==> config.mk <==
export PLATFORM = sky130hd
export DESIGN_NAME = wb_arbiter
export DESIGN_NICKNAME = d
export VERILOG_FILES = /design/src/rtl/wb_arb_pkg.sv /design/src/rtl/wb_arb_watchdog.sv /design/src/rtl/wb_arbiter.sv
export SDC_FILE = /design/constraint.sdc
export NUM_CORES = 1
export LEC_CHECK = 0
export ABC_AREA = 1
export BUFFER_PORTS_ARGS = -buffer_cell sky130_fd_sc_hd__buf_2
export CAP_MARGIN = 20
export CELL_PAD_IN_SITES_DETAIL_PLACEMENT = 0
export CELL_PAD_IN_SITES_GLOBAL_PLACEMENT = 1
export CORE_AREA = 2 2 118 120
export CTS_CLUSTER_DIAMETER = 50
export DETAILED_ROUTE_END_ITERATION = 6
export DIE_AREA = 0 0 120 122
export PLACE_DENSITY = 0.9
export SETUP_SLACK_MARGIN = 0.05
export SYNTH_ARGS = -nofsm -noshare
export SYNTH_HDL_FRONTEND = slang
export SYNTH_SLANG_ARGS = --single-unit
==> constraint.sdc <==
create_clock -name iCLK -period 1.76 [get_ports iCLK]
set_input_delay 0.264 -clock iCLK [delete_from_list [all_inputs] [get_ports iCLK]]
set_output_delay 0.264 -clock iCLK [all_outputs]
set_load 0.05 [all_outputs]
==> src/rtl/wb_arb_pkg.sv <==
// wb_arb_pkg: shared constants for the two-master Wishbone arbiter.
// Holds the FSM state encoding, bus width defaults and the default
// watchdog timeout used when WB_ARB_TIMEOUT_EN is defined.
package wb_arb_pkg;

   // Bus width defaults
   localparam int unsigned ADR_W_DEF          = 32;
   localparam int unsigned DAT_W_DEF          = 32;

   // Watchdog defaults; the counter is wide enough for the largest timeout (65535)
   localparam int unsigned TIMEOUT_CYCLES_DEF = 255;
   localparam int unsigned WD_CNT_W           = 16;

   // Arbiter states; the encoding doubles as the one-hot {M1,M0} grant status
   localparam logic [1:0] ST_IDLE = 2'b00;
   localparam logic [1:0] ST_GNT0 = 2'b01;
   localparam logic [1:0] ST_GNT1 = 2'b10;

endpackage

==> src/rtl/wb_arb_watchdog.sv <==
// wb_arb_watchdog: bus timeout for the arbiter slave side.
// Counts strobe cycles that see no ACK. When the count reaches
// TIMEOUT_CYCLES the access is terminated: ERR pulses for one cycle and
// the slave strobe is suppressed in that cycle. An ACK in the same cycle
// wins. Only instantiated when WB_ARB_TIMEOUT_EN is defined.
module wb_arb_watchdog
   import wb_arb_pkg::*;
#(
   parameter int unsigned TIMEOUT_CYCLES = TIMEOUT_CYCLES_DEF
) (
   input  logic iCLK,
   input  logic iRST,
   input  logic stb_in,    // granted master's strobe, already gated by its CYC
   input  logic ack_in,    // OR of all slave ACKs
   output logic stb_out,   // strobe towards the slave decoder
   output logic err_out    // one-cycle timeout error
);

   logic [WD_CNT_W-1:0] cnt_q;
   logic [WD_CNT_W-1:0] cnt_d;
   logic                timeout;

   // Timeout detection and next count. A grant change always passes through
   // IDLE, where the strobe is low, so the count is already clear by then.
   always_comb begin
      // NOTE: every always_comb output gets a default first so no path can infer a latch.
      cnt_d   = '0;
      timeout = stb_in && !ack_in && (cnt_q == WD_CNT_W'(TIMEOUT_CYCLES));
      if (stb_in && !ack_in && !timeout) begin
         cnt_d = cnt_q + WD_CNT_W'(1);
      end
      stb_out = stb_in && !timeout;
      err_out = timeout;
   end

   // Count register
   always_ff @(posedge iCLK or posedge iRST) begin
      if (iRST) begin
         cnt_q <= '0;
      end else begin
         // NOTE: state registers use non-blocking assignments so every flop samples pre-edge values.
         cnt_q <= cnt_d;
      end
   end

endmodule

==> src/rtl/wb_arbiter.sv <==
// wb_arbiter: round-robin arbiter sharing one peripheral Wishbone bus
// between the CPU port (M0) and the DMA port (M1). A grant is held for the
// whole CYC burst and every hand-over passes through one IDLE cycle.
// Optional bus watchdog: define WB_ARB_TIMEOUT_EN to build it; without it
// the ERR outputs are tied low and an unacknowledged access waits forever.
module wb_arbiter
   import wb_arb_pkg::*;
#(
   parameter int unsigned TIMEOUT_CYCLES = TIMEOUT_CYCLES_DEF,
   parameter int unsigned ADR_W          = ADR_W_DEF,
   parameter int unsigned DAT_W          = DAT_W_DEF
) (
   input  logic             iCLK,
   input  logic             iRST,
   // Master 0 (CPU)
   input  logic             iM0_CYC,
   input  logic             iM0_STB,
   input  logic             iM0_WE,
   input  logic [ADR_W-1:0] iM0_ADR,
   input  logic [DAT_W-1:0] iM0_DAT,
   output logic             oM0_ACK,
   output logic             oM0_ERR,
   output logic [DAT_W-1:0] oM0_DAT,
   // Master 1 (DMA)
   input  logic             iM1_CYC,
   input  logic             iM1_STB,
   input  logic             iM1_WE,
   input  logic [ADR_W-1:0] iM1_ADR,
   input  logic [DAT_W-1:0] iM1_DAT,
   output logic             oM1_ACK,
   output logic             oM1_ERR,
   output logic [DAT_W-1:0] oM1_DAT,
   // Slave side (towards the peripheral address decoder)
   output logic             oS_CYC,
   output logic             oS_STB,
   output logic             oS_WE,
   output logic [ADR_W-1:0] oS_ADR,
   output logic [DAT_W-1:0] oS_DAT,
   input  logic             iS_ACK,
   input  logic [DAT_W-1:0] iS_DAT,
   // Grant status {M1,M0}
   output logic [1:0]       oGNT
);

   logic [1:0] state_q;
   logic [1:0] state_d;
   logic       last_q;     // most recently granted master (1 = M1)
   logic       last_d;
   logic       stb_raw;    // granted master's strobe, gated by its CYC
   logic       wd_err;
   logic       gnt0;
   logic       gnt1;

   // Next-state logic: round-robin grant from IDLE, hold while CYC stays high
   always_comb begin
      state_d = state_q;
      last_d  = last_q;
      case (state_q)
         ST_IDLE: begin
            if (iM0_CYC && iM1_CYC) begin
               state_d = last_q ? ST_GNT0 : ST_GNT1;
            end else if (iM0_CYC) begin
               state_d = ST_GNT0;
            end else if (iM1_CYC) begin
               state_d = ST_GNT1;
            end
            if (state_d == ST_GNT0) last_d = 1'b0;
            if (state_d == ST_GNT1) last_d = 1'b1;
         end
         ST_GNT0: if (!iM0_CYC) state_d = ST_IDLE;
         ST_GNT1: if (!iM1_CYC) state_d = ST_IDLE;
         default: state_d = ST_IDLE;
      endcase
   end

   // State and round-robin history; last=1 lets M0 win the first tie
   always_ff @(posedge iCLK or posedge iRST) begin
      if (iRST) begin
         state_q <= ST_IDLE;
         last_q  <= 1'b1;
      end else begin
         state_q <= state_d;
         last_q  <= last_d;
      end
   end

   assign gnt0 = (state_q == ST_GNT0);
   assign gnt1 = (state_q == ST_GNT1);
   assign oGNT = state_q;

   // Slave-side mux; dropping CYC aborts the access, so STB is gated by CYC
   always_comb begin
      oS_CYC  = 1'b0;
      stb_raw = 1'b0;
      oS_WE   = 1'b0;
      oS_ADR  = '0;
      oS_DAT  = '0;
      if (gnt0) begin
         oS_CYC  = iM0_CYC;
         stb_raw = iM0_CYC && iM0_STB;
         oS_WE   = iM0_WE;
         oS_ADR  = iM0_ADR;
         oS_DAT  = iM0_DAT;
      end else if (gnt1) begin
         oS_CYC  = iM1_CYC;
         stb_raw = iM1_CYC && iM1_STB;
         oS_WE   = iM1_WE;
         oS_ADR  = iM1_ADR;
         oS_DAT  = iM1_DAT;
      end
   end

`ifdef WB_ARB_TIMEOUT_EN
   wb_arb_watchdog #(
      .TIMEOUT_CYCLES (TIMEOUT_CYCLES)
   ) u_watchdog (
      .iCLK    (iCLK),
      .iRST    (iRST),
      .stb_in  (stb_raw),
      .ack_in  (iS_ACK),
      .stb_out (oS_STB),
      .err_out (wd_err)
   );
`else
   assign oS_STB = stb_raw;
   assign wd_err = 1'b0;
`endif

   // Return path: only the granted master sees ACK, ERR and read data
   always_comb begin
      oM0_ACK = iS_ACK && gnt0;
      oM1_ACK = iS_ACK && gnt1;
      oM0_ERR = wd_err && gnt0;
      oM1_ERR = wd_err && gnt1;
      oM0_DAT = gnt0 ? iS_DAT : '0;
      oM1_DAT = gnt1 ? iS_DAT : '0;
   end

endmodule

## After elaboration in Yosys (flattened, before gate mapping)

Index checks and enable logic that the tools add are counted.

| storage, ports and cells | value |
|---|---|
| register bits after elaboration | 3 |
| word-level logic and storage cells | 39 |
| input bits | 169 |
| output and inout port bits | 137 |

| operators by class | value |
|---|---|
| muxes and demuxes | 22 |
| equality and inequality tests | 6 |
| reduce and logical (&&, ||, !) cells | 9 |

Operator list:

| kind | count |
|---|---|
| 2-to-1 mux 32 bit | 6 |
| 2-to-1 mux 2 bit | 7 |
| 2-to-1 mux 1 bit | 8 |
| one-hot mux 2 bit (3 select lines) | 1 |
| logical AND 1 bit | 5 |
| == test 2 x 1 -> 1 bit (second input constant) | 2 |
| == test 2 bit (second input constant) | 2 |
| != test 2 bit (second input constant) | 2 |
| AND reduction 2 bit | 2 |
| logical NOT 2 bit | 1 |
| nonzero test 2 bit | 1 |

## Depth between registers and ports, before layout

| depth | value |
|---|---|
| depth after elaboration | 7 |
| depth in mapped cells | 9 |
| depth with buffers taken out | 8 |

## Worst setup path after synthesis

OpenSTA, ideal clock, no wires.

| timing | value |
|---|---|
| kind | register to output |
| from | reg state_q[0], in the netlist oGNT[0] |
| to | out oS_STB |
| data required time | 1.496 ns |
| path buffers | 1 |
| path slack | -0.621 ns |
| arrival | 2.117 ns |
| cell stages (with the launch flop) | 4 |
| path through | dfrtp_1 > buf_4 > nand2_1 > o21ai_0 |

| on the way | value |
|---|---|
| longest elaborated chain between the ends | 3 |
| elaborated cells between the ends (all ways) | 4 |
| classes of those cells | eq/ne (2); mux (2) |

Ends and longest elaborated chain:

| element | line | RTL |
|---|---|---|
| from (decl) | wb_arbiter.sv:45 | `logic [1:0] state_q;` |
| from (signal assigned) | wb_arbiter.sv:82 | `state_q <= state_d;` |
| == test 2 bit | wb_arbiter.sv:88 | `assign gnt1 = (state_q == ST_GNT1);` |
| 2-to-1 mux 1 bit | wb_arbiter.sv:104 | `end else if (gnt1) begin` |
| 2-to-1 mux 1 bit * | wb_arbiter.sv:98 | `if (gnt0) begin` |
| to (decl) | wb_arbiter.sv:35 | `output logic oS_STB,` |

Every way passes the cells marked *; elsewhere a longest branch is shown, timed or not.

## Worst setup path after layout

| timing | value |
|---|---|
| from | reg state_q[1], in the netlist oGNT[1] |
| to | out oS_ADR[0] |

| on the way | value |
|---|---|
| longest elaborated chain between the ends | 3 |
| elaborated cells between the ends (all ways) | 4 |
| classes of those cells | eq/ne (2); mux (2) |

Ends and longest elaborated chain:

| element | line | RTL |
|---|---|---|
| == test 2 bit | wb_arbiter.sv:88 |  |
| 2-to-1 mux 32 bit | wb_arbiter.sv:104 |  |
| 2-to-1 mux 32 bit * | wb_arbiter.sv:98 |  |
| to (decl) | wb_arbiter.sv:37 | `output logic [ADR_W-1:0] oS_ADR,` |

Marks and branches as above.

==> summary.txt <==
Synth
  – Post-synth top cells: nand2_1, nand3_1, nor2_1
  – Yosys Warn Count: 0
  – Avg Cell Area, Syn: 4.495 um^2
  – Ys async rst share: 100.0%
  – Netlist cell types: 17
  – Top cells by area, synth: nand2_1, nand3_1, nor2_1
  – Syn Inst Count: 358
  – Yosys reg bits: 3
  – Number of synthesized flops with an enable pin: 0
  – Synth top area share: 33.36%
  – Cell taking the most area after synthesis: nand2_1
  – Count leader, synth: nand2_1
  – Cell area after synthesis: 1609 um^2
  – Sequential share of the synthesized area: 4.743%
  – Synth Flop Type: dfrtp_1

Clock tree
  – Sink Count: 3
  – Num CTS Buffers: 3
  – H-tree depth: 1
  – Clock Latency Late Sink: 0.23 ns
  – Clock buffer depth: 2
  – Clk slew on worst S/H paths: 0.03 ns
  – CTS root buffer: clkbuf_16
  – CTS tree: yes

Die
  – Die span in x: 120 um
  – Die height: 122 um
  – Core ar.: 13,500 um^2
  – IO Pins: 306
  – Starting Density: 11.92%
  – Num rows: 43
  – Die ar.: 14,640 um^2

Cells and area
  – Post-layout net count: 848
  – Post-route cell area: 5715 um^2
  – Share of layout cells above drive strength 1: 77.84%
  – Layout area overhead: 255.2%
  – Cell Count, Final, Fillers Out: 857
  – N_diodes: 0

Min path
  – Min-delay worst type: input pin to flop

Pwr
  – Pwr dens: 2026 nW/um^2
  – Maximum vdd drop: 0.9696 mV
  – Pwr Total: 0.01158 W
  – Leakage power: 3.049 nW

Setup path
  – CP max-delay cell: dfrtp_2
  – Critical path cell sequence: inv_2 > buf_12 > nor2_8 > buf_12 > clkbuf_16 > nand2_2 > nand2_2 > buf_8
  – Critical path buffers and inverters: 5
  – CP Max Fanout: 7
  – Worst path required time: 1.50 ns
  – CP arrival: 1.55 ns
  – CP endpoint kind: primary output
  – CP top delay family: buffers and inverters
  – CP Launch Type: flop
  – Critical Path Max Stage Delay: 0.35 ns
  – WS Path Type: flop to primary output

Placement
  – Placed cell count: 829
  – Port buffer count: 303
  – HPWL Detailed: 7.433 mm
  – Gpl congestion: 0.7499
  – Setup WS pre-CTS: 0.09846 ns
  – Post-Place Cell Area: 3807 um^2

Route
  – DR vias/cell: 4.191
  – Initial drt markers: 119
  – Final ANT Viol Nets: 0
  – DR pass1 iterations: 5
  – DRT Wirelength: 12.30 mm
  – Vias: 3,592
  – # DRC: 0
  – Drt wl/cell: 14.35 um

STA
  – Final min period: 1.811 ns
  – Final max-slew violation count: 0
  – Fmax achieved: 552.3 MHz
  – Final Worst Setup Slack: -0.05075 ns
  – Clock Skew: 0.001704 ns
  – # setup viols final: 33
  – Final hold vios: 0
  – Final Cycle Share: 102.9%
  – Hold Worst Slack: 0.3343 ns
  – RSZ-0062 raised after global routing: true

Global routing
  – Initial antenna violation count: 0
  – GRT overflow: 0
  – GRT Util Overall: 12.01%
  – First-pass GRT wire length: 14.55 mm
  – Number of global-route vias before repair: 3,159
  – Largest net degree at the start of global routing: 50

Job
  – Max-cap viol count: 0

Run status
  – Status: finished with violations
  – Failing checks: negative setup slack
## flip-flops by register name, summed over array words and instances, names as in the netlist
register,flops
oGNT,2
last_q,1
## layer usage
| metal | track usage (%) | vias to the layer above | share of wire (%) |
|---|---|---|---|
| li1 | - | 1724 | - |
| met1 | 12.97 | 1643 | 35 |
| met2 | 23.40 | 208 | 55 |
| met3 | 2.762 | 17 | 8.4 |
| met4 | 2.941 | 0 | 1.7 |
| met5 | 0 | - | 0 |
## tightest hold or removal path, cell delays in order
cell and delay, ns:
buf_2 0.13, nand2_1 0.08, nand2_1 0.06
## logic make-up (layout without fill, tap and decap cells)
kind of cell | Yosys count | count (layout) | synth area share, %
buf+inv | 69 | 387 | 21.15
other cells | 1 | 2 | 0.2331
flops | 3 | 3 | 4.744
simple gates | 280 | 280 | 71.69
compound gates | 4 | 4 | 1.400
fa+ha+maj | 1 | 1 | 0.7775
## final timing paths
kind | from | to | slack (ns) | depth (start not counted)
min in group asynchronous | iRST | oGNT[1] | 0.46 | 3
hold / removal | iM1_CYC | oGNT[1] | 0.33 | 3
setup / recovery | oGNT[1] | oS_ADR[0] | -0.05 | 8
hold reg to reg | last_q | last_q | 0.46 | 2
setup reg to reg | last_q | last_q | 0.25 | 8
max in group asynchronous | iRST | last_q | 1.08 | 3
## per-stage QoR
step	TNS (ns)	util [%]
after floorplan	-1.040	-
after global placement	0	28.19
after detailed placement	0	28.19
after CTS	-0.002272	34.36
after global routing	-3.379	42.32
final	-0.6902	42.32
## power by group
group / total, W / switching [W] / leakage, nW / internal (W)
clock: 0.000367 / 0.0000677 / 0.0382 / 0.000299
sequential: 0.000138 / 0.0000295 / 0.0333 / 0.000108
combinational: 0.0111 / 0.00679 / 2.98 / 0.00428
## cell type report
| class | instances | area, um^2 |
|---|---|---|
| Multi-Input combinational cell | 287 | 2052 |
| Fill cell | 1306 | 7789 |
| Sequential cell | 3 | 78.83 |
| Timing Repair Buffer | 344 | 3134 |
| Tap cell | 180 | 225.2 |
| Clock buffer | 4 | 78.83 |
| Inverter | 39 | 146.4 |
## placed cells by master (no fill, tap or decap)
master / instances
buf_2: 170
nand2_2: 74
nand3_1: 65
buf_8: 59
buf_6: 53
nor2_4: 48
nand2_1: 39
inv_1: 37
buf_4: 34
nand2_4: 29
nor2_2: 18
clkbuf_16: 13
buf_12: 11
clkbuf_4: 5
nand3_2: 4
inv_2: 2
a21oi_1: 2
conb_1: 2
dfrtp_2: 2
nor2_1: 1
nor2_8: 1
a21boi_0: 1
nand2_8: 1
o21ai_4: 1
ha_1: 1
clkbuf_1: 1
dlygate4sd3_1: 1
dfstp_2: 1
buf_16: 1
## what timing repair did
action	in CTS	in global routing
setup endpoints to repair	131	120
hold buffers	1	0
buffers inserted	2	6
pin swaps	24	29
cloned	0	15
hold endpoints to repair	2	0
resized for setup	234	197
(Power assumes the default switching activity.)
